==> config.mk <==
export PLATFORM = sky130hd
export DESIGN_NAME = man_decoder
export DESIGN_NICKNAME = d
export VERILOG_FILES = /design/src/rtl/man_decoder.sv
export SDC_FILE = /design/constraint.sdc
export NUM_CORES = 1
export LEC_CHECK = 0
export CAP_MARGIN = 0
export CORE_UTILIZATION = 58
export CTS_BUF_LIST = sky130_fd_sc_hd__clkbuf_8
export DETAILED_ROUTE_END_ITERATION = 10
export PLACE_DENSITY = 0.8
export SLEW_MARGIN = 5
export SYNTH_ARGS = -nofsm -noshare
export SYNTH_HDL_FRONTEND = slang
export SYNTH_SLANG_ARGS = --single-unit
==> constraint.sdc <==
create_clock -name _clk -period 6.2 [get_ports _clk]
set_input_delay 1.86 -clock _clk [delete_from_list [all_inputs] [get_ports _clk]]
set_output_delay 1.86 -clock _clk [all_outputs]
set_load 0.03 [all_outputs]
==> src/rtl/man_decoder.sv <==
// man_decoder: Manchester receiver for one PRE_W-bit-preamble + DATA_W-bit frame (MSB first), open-loop timed from the first mid-bit rise.
// Ports: _clk/_rst (sync, active-high); _en arms the receiver (low aborts a frame); _input_wire Manchester line;
//   _divide_freq D with half-bit period H = max(D,3)+1, sampled at frame start; _output_reg decoded byte, held;
//   _valid one-cycle frame-complete pulse; _err coding/preamble violation, qualified by _valid; _busy while receiving.
// Build option MAN_DEC_SYNC_EN: adds a 2-flop synchronizer ahead of the line sample register.
module man_decoder #(
  parameter int DATA_W = 8,
  parameter int PRE_W  = 2,
  parameter int CNT_W  = 32
) (
  input  logic              _clk,
  input  logic              _rst,
  input  logic              _en,
  input  logic              _input_wire,
  input  logic [CNT_W-1:0]  _divide_freq,
  output logic [DATA_W-1:0] _output_reg,
  output logic              _valid,
  output logic              _err,
  output logic              _busy
);
  localparam int NB = DATA_W + PRE_W - 1;
  localparam int KW = $clog2(NB + 1);
  typedef enum logic [1:0] {IDLE, RECV, DONE} state_t;
  state_t state_q, state_d;
  logic line_in, line_q, line_p_q, start;
  logic [CNT_W-1:0] hd, qd, t_q, t_d, tgt_q, tgt_d, step_a_q, step_a_d, step_b_q, step_b_d;
  logic [KW-1:0] k_q, k_d;
  logic ph_q, ph_d, a_q, a_d, err_q, err_d, eo_q, eo_d;
  logic [DATA_W-1:0] sh_q, sh_d, out_q, out_d;
`ifdef MAN_DEC_SYNC_EN
  logic [1:0] sync_q;
  always_ff @(posedge _clk) sync_q <= _rst ? 2'b00 : {sync_q[0], _input_wire};
  assign line_in = sync_q[1];
`else
  assign line_in = _input_wire;
`endif
  assign start       = line_q & ~line_p_q & _en;
  assign _valid      = state_q == DONE;
  assign _busy       = state_q == RECV || (state_q == IDLE && start);
  assign _output_reg = out_q;
  assign _err        = eo_q;
  // t counts clocks since the start edge; tgt_q is the next sample time, alternating
  // A (bit value) and B (must be the complement), stepping by 2q then 2H-2q.
  always_comb begin
    hd = (_divide_freq < CNT_W'(3) ? CNT_W'(3) : _divide_freq) + CNT_W'(1);
    qd = hd >> 1;
    state_d = state_q;
    t_d = t_q + CNT_W'(1);
    tgt_d = tgt_q;
    step_a_d = step_a_q;
    step_b_d = step_b_q;
    k_d = k_q;
    ph_d = ph_q;
    a_d = a_q;
    err_d = err_q;
    sh_d = sh_q;
    out_d = out_q;
    eo_d = eo_q;
    if (state_q == IDLE && start) begin
      state_d = RECV;
      t_d = CNT_W'(1);
      tgt_d = (hd << 1) - qd;
      step_a_d = qd << 1;
      step_b_d = (hd << 1) - (qd << 1);
      k_d = KW'(1);
      ph_d = 1'b0;
      err_d = 1'b0;
    end else if (state_q == RECV) begin
      if (!_en) state_d = IDLE;
      else if (t_q == tgt_q && !ph_q) begin
        a_d = line_q;
        ph_d = 1'b1;
        tgt_d = tgt_q + step_a_q;
        if (k_q < KW'(PRE_W)) err_d = err_q | line_q;
        else sh_d = {sh_q[DATA_W-2:0], line_q};
      end else if (t_q == tgt_q) begin
        err_d = err_q | (line_q == a_q);
        ph_d = 1'b0;
        tgt_d = tgt_q + step_b_q;
        k_d = k_q + KW'(1);
        if (k_q == KW'(NB)) begin
          state_d = DONE;
          out_d = sh_q;
          eo_d = err_d;
        end
      end
    end else if (state_q == DONE) state_d = IDLE;
  end
  always_ff @(posedge _clk) begin
    if (_rst) begin
      state_q <= IDLE;
      line_q <= 1'b0;
      line_p_q <= 1'b0;
      t_q <= '0;
      tgt_q <= '0;
      step_a_q <= '0;
      step_b_q <= '0;
      k_q <= '0;
      ph_q <= 1'b0;
      a_q <= 1'b0;
      err_q <= 1'b0;
      sh_q <= '0;
      out_q <= '0;
      eo_q <= 1'b0;
    end else begin
      state_q <= state_d;
      line_q <= line_in;
      line_p_q <= line_q;
      t_q <= t_d;
      tgt_q <= tgt_d;
      step_a_q <= step_a_d;
      step_b_q <= step_b_d;
      k_q <= k_d;
      ph_q <= ph_d;
      a_q <= a_d;
      err_q <= err_d;
      sh_q <= sh_d;
      out_q <= out_d;
      eo_q <= eo_d;
    end
  end
endmodule

Word-level counts from Yosys, hierarchy flattened:

Index checks and enable logic that the tools add are counted.

* add/subtract/negate cells: 7
* $lt $le $gt $ge: 2
* multiplexer cells: 24
* equality and inequality tests: 13
* bitwise logic cells: 8
* reductions and logical operators: 23

Operator list (count)
* $mux 32: 6
* $add 32x1->32 const B: 2
* $add 32x32->32: 2
* $eq 32x32->1: 1
* $lt 32x2->1 const B: 1
* $sub 32x31->32: 1
* $sub 32x32->32: 1
* $reduce_and 4->1: 6
* $mux 1: 12
* $mux 2: 6
* $reduce_bool 2->1: 5
* $ne 4x3->1 const B: 2
* $ne 3x2->1 const B: 2
* $reduce_and 3->1: 2
* $reduce_and 6->1: 1
* $reduce_bool 3->1: 2
* $reduce_and 5->1: 1
* $add 4x1->4 const B: 1
* $eq 4x4->1 const B: 1
* $lt 4x2->1 const B: 1
* $ne 4x4->1 const B: 1
* $not 1->1: 4
* $ne 3x3->1 const B: 1
* $and 1x1->1: 2
* 11 further kinds: 13

* bits in registers: 155
* output and inout bits: 11
* logic and storage cells: 94
* input port bits: 36

Logic depth before layout (Yosys ltp):

Gate-level depths: netlist of the first run.

* depth in word-level cells: 7
* mapped depth: 25
* mapped depth without buffers: 24

Least setup slack after synthesis of the first run:

No wires, ideal clock.

* path kind: input-to-reg
* from: input _divide_freq[22]
* to: register tgt_q[28]
* library setup time: 0.070 ns
* path slack: -0.391 ns
* data arrival time: 6.522 ns
* path buffers: 0
* required time: 6.130 ns
* cell stages on the path: 23
* cell sequence: or4_4 a21oi_4 a31oi_1 inv_1 ha_1 nand2_1 nor4_4 nand2_1 xor2_1 ha_1 a21o_1 a21oi_1 nor2b_1 nor2_1 a21oi_1 o21ai_1 o21ba_1 o21ai_1 a211oi_1 o41ai_1 a21oi_1 a31o_2 a21oi_1

* cells in the longest elaborated chain, start to end: 5

RTL lines
* from (decl): RTL line 15 `input logic [CNT_W-1:0] _divide_freq,`
* $lt 32x2->1: RTL line 45 `hd = (_divide_freq < CNT_W'(3) ? CNT_W'(3) : _divide_freq) + CNT_W'(1);`
* $mux 32 *: RTL line 45
* $add 32x1->32 *: RTL line 45
* $sub 32x31->32 *: RTL line 62 `tgt_d = (hd << 1) - qd;`
* $mux 32 *: RTL line 59 `if (state_q == IDLE && start) begin`
* to (signal assigned): RTL line 110 `tgt_q <= tgt_d;`
* to (decl): RTL line 26 `logic [CNT_W-1:0] hd, qd, t_q, t_d, tgt_q, tgt_d, step_a_q, step_a_d, step_b_q, step_b_d;`

Mark *: on every way between the ends. The rest lies on a longest branch, timed or not.
A chain may end at the register's enable or synchronous reset.

Worst setup path in the final report of the first run:

* from: input _divide_freq[6]
* to: register tgt_q[31]

The elaborated chain is that of the path after synthesis.

==> impl_metrics.csv, run 1 <==
group,metric,value,unit
timing,hold_violations,0,
final_layout,fin_area,0.01491,mm^2
worst_setup_path,worstPathArrival,6.54,ns
timing,max_freq,162.7,MHz
timing,slew-limit-headroom,0.3252,
grt,grt_max_degree,91,
grt,grt_pass1_vias,10680,
place,place_area,0.01392,mm^2
timing,grt_setup_unrepaired,"yes",
run,maxCapViolCount,0,
worst_setup_path,slowest_stage,"clkdlybuf4s50_1",
final_layout,instances_no_fill,1962,
final_layout,reg.largest.list,"t_q (32), tgt_q (32)",
timing,slew_viol_final,0,
timing,layout_min_cycle_time,6.148,ns
floorplanning,die_h,143.0,um
worst_setup_path,crit_type,"input pin to register",
floorplanning,start_util,0.5927,
grt,grt-ovfl-total,0,
drt,drt-wirelength-per-cell,16.93,um
pwr,power_density,180.1,mW/mm^2
worst_setup_path,cpPeakStageDelay,0.43,ns
timing,tns,0,ns
floorplanning,rows,51,
drt,first_pass_iters,5,
place,preCtsSetupSlack,-0.8057,ns
worst_setup_path,rr_startpoint,"tgt_q[28]",
synth,ys_seq_area_frac,0.2672,
worst_setup_path,start_kind,"input pin",
worst_setup_path,timing.rr.end,"tgt_q[31]",
final_layout,insertedDiodeCount,0,
drt,ant_nets,0,
clocking,cts-root-buf,"clkbuf_8",
timing,fin_crit_sh,0.9916,
hold_path,holdPathStages,2,
drt,drtIter0Drc,950,
clocking,cts_tree,"yes",
synth,syn_inst,1429,
timing,worst_pin_slew,1.012,ns
pwr,max-vdd-ir-drop,0.1101,mV
drt,num_vias,11480,
place,io_buffers,46,
clocking,clock_path_buffers,2,
timing,finalSetupViolCount,0,
worst_setup_path,cp_data_required_time,6.59,ns
final_layout,drive_above_1_share,0.2451,
timing,skew,0.02035,ns
worst_setup_path,ff2ff_setup_slack,0.40,ns
synth,ys_types,81,
floorplanning,die_width,143.0,um
floorplanning,io-pin-count,47,
synth,async_reset_ff_frac,0,
synth,synth.ff_latch_count,154,
hold_path,min_to,"step_b_q[12]",
synth,synth_nets,1545,
place,dp.cells,1906,
clocking,clock-sinks,154,
worst_setup_path,reg2reg_depth,23,
clocking,cts_buffers,17,
grt,antenna_found_initial,0,
hold_path,hp-start,"step_b_q[12]",
clocking,cts.reportedPaths.clkPinSlew,0.09,ns
clocking,htree_levels,4,
floorplanning,dieArea,0.02046,mm^2
final_layout,fin_nets,1800,
drt,drc,0,
final_layout,nFillCells,1290,
worst_setup_path,path_max_fanout,4,
drt,routed_wirelength,33220,um
floorplanning,core_area,0.01946,mm^2
worst_setup_path,end_kind,"register",
synth,syn_area,0.01154,mm^2
hold_path,min_path_type,"register to register",
grt,grt_pass1_wl,52430,um
worst_setup_path,crit_chain,"clkdlybuf4s50_1 -> nor3_2 -> and3_4 -> a31oi_4 -> inv_2 -> ha_1 -> buf_4 -> nand4_1 -> buf_4 -> o21ai_1 -> o41ai_4 -> ha_2 -> nand4_1 -> nor2_2 -> a21oi_2 -> a211oi_2 -> o41ai_2 -> o21a_1 -> a2111oi_4 -> nor2_2 -> buf_6 -> o31ai_4 -> nand3b_1 -> o221ai_1",
run_status,status,"complete, no violations",
synth,ys.warnings.count,0,
final_layout,area_growth,29.24,%
synth,synth_flop_cell,"dfxtp_1",
place,hpwl,24470,um
drt,vias_per_cell,5.853,
pwr,cellLeakagePower,6.342,nW
place,routabilityCongestion,0.9314,
timing,layout_setup_ws,0.05226,ns
synth,synth_edf_count,0,
synth,avgSynthCellArea,8.073,um^2
clocking,insertion_delay,0.48,ns
grt,grt_usage,0.3242,
[routing by layer]
layer	global-route usage	wire length, um
met5	0	0
met4	0.1019	883
met3	0.04594	1963
met2	0.5438	15690
met1	0.4273	14680
[cell usage in the layout, fill, tap and decap left out, types with 6 or more instances in the layout]
cell	n
buf_4	250
nor2_1	183
dfxtp_1	154
xnor2_1	118
a21oi_1	95
nand2_1	94
ha_1	73
a211oi_1	72
xor2_1	50
inv_1	45
nand3_1	40
o21ai_0	40
mux2i_1	39
a21o_1	32
mux2_2	31
nand4_1	26
dlymetal6s2s_1	22
nor3_1	18
and3_1	18
clkbuf_8	18
clkdlybuf4s50_1	18
o21a_1	16
nor2b_1	14
a31oi_1	13
or3_1	11
nand2b_1	10
o21bai_1	9
and2_1	8
inv_2	8
nor4_2	7
nor4_1	6
or2_2	6
inv_8	6
[where the power goes]
part           internal (mW)  switching [mW]
Sequential              1.02          0.0294
Combinational          0.386           0.428
Clock                  0.389           0.430
[cell families (layout without fill, tap and decap cells)]
| logic type | Yosys count | after routing | synth area share |
|---|---|---|---|
| simple gates | 480 | 480 | 0.2002 |
| compound gates | 353 | 353 | 0.2066 |
| xor+xnor | 175 | 175 | 0.1342 |
| flops | 154 | 154 | 0.2672 |
| buf+inv | 115 | 383 | 0.03839 |
| fa+ha+maj | 82 | 82 | 0.08926 |
| mux | 70 | 70 | 0.06410 |
[synthesized netlist by cell type, types with 11 or more instances]
master / n / area, um^2
clkbuf_1: 51 / 191.4
inv_1: 46 / 172.7
nor3_1: 22 / 110.1
mux2i_1: 39 / 390.4
o21ai_0: 43 / 215.2
nor4_1: 12 / 75.07
mux2_2: 31 / 349.1
xor2_1: 53 / 464.2
dfxtp_1: 154 / 3083
o21a_1: 16 / 120.1
nor2b_1: 14 / 87.58
a21oi_1: 100 / 500.5
nand3_1: 41 / 205.2
ha_1: 79 / 988.5
a31oi_1: 15 / 93.84
a21o_1: 32 / 240.2
nand2_1: 96 / 360.4
nor2_1: 188 / 705.7
nand2b_1: 11 / 68.82
nand4_1: 26 / 162.7
or3_1: 11 / 68.82
xnor2_1: 120 / 1051
and3_1: 21 / 131.4
a211oi_1: 77 / 578.1
[layout make-up]
cell class / instances / area (um^2) / area share
Clock buffer: 18 / 247.7 / 0.01662
Clock inverter: 14 / 175.2 / 0.01175
Inverter: 53 / 201.4 / 0.01351
Multi-Input combinational cell: 1160 / 8473 / 0.5683
Sequential cell: 154 / 3083 / 0.2068
Tap cell: 265 / 331.6 / 0.02224
Timing Repair Buffer: 298 / 2397 / 0.1608
[worst max-delay path: cells and delay by family]
| kind | cells | cell delay (ns) |
|---|---|---|
| AND/OR/NAND/NOR | 7 | 1.19 |
| adder cells (fa/ha/maj) | 2 | 0.52 |
| AO/OA/AOI/OAI | 10 | 1.99 |
| buffers and inverters | 5 | 0.99 |
[how the worst max path moves through the flow]
stage	cells past startpoint	to	startpoint	slack (ns)
floorplan	22	tgt_q[28]	_divide_freq[22]	-0.04
global placement	22	tgt_q[28]	_divide_freq[14]	-0.70
detailed placement	22	step_b_q[31]	_divide_freq[14]	-0.81
CTS	25	tgt_q[28]	_divide_freq[11]	0.002
global route	24	tgt_q[31]	_divide_freq[7]	-0.18
finish	24	tgt_q[31]	_divide_freq[6]	0.05
[what timing repair did]
| action | 4_1_cts | 5_1_grt |
|---|---|---|
| resized for setup | 41 | 54 |
| endpoints found under the setup margin | 18 | 29 |
| hold buffers | 0 | 0 |
| pin swaps | 32 | 31 |
| setup buffers | 16 | 8 |
[metrics by stage]
| step | total power [mW] | hold WS [ns] | utilization |
|---|---|---|---|
| after global placement | 1.808 | 0.4371 | 0.7153 |
| after CTS | 2.655 | 0.4547 | 0.7547 |
| after floorplan | 1.526 | 0.4294 | - |
| after global routing | 2.799 | 0.4703 | 0.7661 |
| after detailed placement | 1.830 | 0.4421 | 0.7153 |
| final | 2.685 | 0.4533 | 0.7661 |
Note: power is estimated with default switching activity, not from simulation.
==> run 2, diff against run 1 <==
--- a/config.mk
+++ b/config.mk
@@ -6,10 +6,9 @@
 export NUM_CORES = 1
 export LEC_CHECK = 0
 export CAP_MARGIN = 0
-export CORE_UTILIZATION = 58
+export CORE_UTILIZATION = 45
 export CTS_BUF_LIST = sky130_fd_sc_hd__clkbuf_8
 export DETAILED_ROUTE_END_ITERATION = 10
-export PLACE_DENSITY = 0.8
 export SLEW_MARGIN = 5
 export SYNTH_ARGS = -nofsm -noshare
 export SYNTH_HDL_FRONTEND = slang
==> run 2 against run 1 <==
Clock power fell by 6.1%. Global-route usage shrank 7.4 points. Critical endpoint is now tgt_q[28]. Clock-buffer cell count down 1. Highest routed layer unchanged. Routed wire length shrank 3.1%. Largest cell class unchanged.
==> impl_metrics.csv, run 2 (same netlist as run 1, synthesis figures left out) <==
group,metric,value,unit
grt,grt_usage,0.2499,
drt,ant_nets,0,
timing,slew-limit-headroom,0.3337,
floorplanning,start_util,0.4581,
worst_setup_path,cp_num_buf_inv,5,
floorplanning,core_area,0.02518,mm^2
worst_setup_path,critPathCapture,"tgt_q[28]",
clocking,cts-root-buf,"clkbuf_8",
grt,grt_pass1_wl,52380,um
final_layout,area_growth,31.40,%
worst_setup_path,path_max_fanout,4,
pwr,max-vdd-ir-drop,0.1341,mV
place,routabilityCongestion,0.9191,
timing,max_freq,166.0,MHz
worst_setup_path,reg2reg_depth,22,
run_status,status,"complete, no violations",
timing,hold_violations,0,
worst_setup_path,ff2ff_setup_slack,0.35,ns
worst_setup_path,start_kind,"input pin",
final_layout,reg.largest.list,"t_q (32), tgt_q (32)",
timing,fin_crit_sh,0.9719,
grt,antenna_found_initial,0,
grt,grt_pass1_vias,10380,
final_layout,fin_nets,1810,
clocking,insertion_delay,0.47,ns
worst_setup_path,rr_startpoint,"tgt_q[2]",
clocking,clock_path_buffers,2,
grt,grt_max_degree,81,
worst_setup_path,cp_data_required_time,6.60,ns
floorplanning,die_width,162.1,um
clocking,cts.hold.buffers_added,0,
place,io_buffers,46,
timing,layout_min_cycle_time,6.026,ns
worst_setup_path,end_kind,"register",
worst_setup_path,worstPathArrival,6.43,ns
worst_setup_path,slowest_stage,"clkdlybuf4s50_1",
grt,grt-ovfl-total,0,
timing,layout_setup_ws,0.1742,ns
drt,routed_wirelength,32190,um
worst_setup_path,cp.depth,25,
worst_setup_path,cp_top_family,"compound AO/OA/AOI/OAI gates",
floorplanning,dieArea,0.02628,mm^2
drt,drc,0,
final_layout,insertedDiodeCount,0,
worst_setup_path,cp-startpoint,"_divide_freq[7]",
pwr,power_density,174.3,mW/mm^2
timing,skew,0.02124,ns
clocking,htree_levels,4,
worst_setup_path,crit_type,"input pin to register",
clocking,clock-sinks,154,
drt,first_pass_iters,5,
pwr,cellLeakagePower,6.394,nW
final_layout,mostFrequentLayoutCell,"buf_4",
clocking,cts.reportedPaths.clkPinSlew,0.10,ns
place,preCtsSetupSlack,-0.8186,ns
floorplanning,rows,58,
timing,slew_viol_final,0,
drt,num_vias,11020,
timing,finalSetupViolCount,0,
floorplanning,io-pin-count,47,
final_layout,mostFrequentLayoutCells,"buf_4, nor2_1, dfxtp_1",
drt,drt-wirelength-per-cell,15.80,um
worst_setup_path,cpPeakStageDelay,0.44,ns
final_layout,drive_above_1_share,0.2624,
pwr,p_total,2.642,mW
place,hpwl,24770,um
drt,drtIter0Drc,651,
floorplanning,die_h,162.1,um
run,maxCapViolCount,0,
worst_setup_path,timing.rr.end,"tgt_q[25]",
final_layout,nFillCells,2262,
clocking,cts_buffers,17,
drt,vias_per_cell,5.407,
clocking,cts_tree,"yes",
hold_path,min_path_type,"register to register",
timing,tns,0,ns
timing,worst_pin_slew,0.9958,ns
run 2: cell types whose count changed in the layout (fill, tap and decap cells not counted), moves of 3 or more:
| cell | change |
|---|---|
| xnor2_1 | -6 |
| ha_1 | -5 |
| clkinv_4 | +3 |
| inv_6 | -3 |
| buf_4 | +9 |
| xnor2_2 | +5 |
| a21oi_1 | -3 |
| clkinv_8 | +4 |
| ha_4 | +4 |
run 2: cell type report:
| class | instances | area (um^2) | share of cell area |
|---|---|---|---|
| clock buffers | 17 | 234.0 | 0.01544 |
| clock inverters | 15 | 176.4 | 0.01164 |
| inverters | 53 | 201.4 | 0.01329 |
| flip-flops and latches | 154 | 3083 | 0.2034 |
| repair buffers | 308 | 2470 | 0.1629 |
| multi-input cells | 1160 | 8581 | 0.5661 |
| well taps | 330 | 412.9 | 0.02724 |
run 2: timing repair:
item                                    CTS  global route
endpoints found under the setup margin   16            26
resized for setup                        57            67
pin swaps                                38            50
buffers inserted                         15             6
run 2: per-stage QoR:
| step | hold WS [ns] | util | instance area [um^2] | cells |
|---|---|---|---|---|
| global route | 0.4734 | 0.6020 | 15160 | 2037 |
| finish | 0.4561 | 0.6020 | 15160 | 2037 |
| global placement | 0.4364 | 0.5599 | 14100 | 1984 |
| detailed placement | 0.4440 | 0.5599 | 14100 | 1984 |
| floorplan | 0.4294 | - | 11650 | 1429 |
| CTS | 0.4559 | 0.5914 | 14890 | 2031 |
run 2: routing by layer:
metal,track usage,wire [um],part of all wire
met4,0.06389,580,0.018
met3,0.02503,885,0.027
met5,0,0,0
met1,0.3596,16350,0.51
met2,0.3964,14380,0.45
run 2: how the worst min path moves through the flow:
stage	startpoint	endpoint	slack, ns	depth (start not counted)
6_report	step_b_q[16]	step_b_q[16]	0.46	2
3_3_place_gp	step_b_q[5]	step_b_q[5]	0.44	2
4_1_cts	step_b_q[9]	step_b_q[9]	0.46	2
3_5_place_dp	step_b_q[9]	step_b_q[9]	0.44	2
2_1_floorplan	step_b_q[11]	step_b_q[11]	0.43	2
5_1_grt	step_b_q[5]	step_b_q[5]	0.47	2
run 2: power by group:
group / internal [mW] / switching [mW]
Sequential: 1.02 / 0.0286
Clock: 0.309 / 0.460
Combinational: 0.400 / 0.422
run 2: tightest hold or removal path: stages (launching register included):
cell	delay [ns]
dfxtp_1	0.32
nand2_1	0.05
a21oi_1	0.05
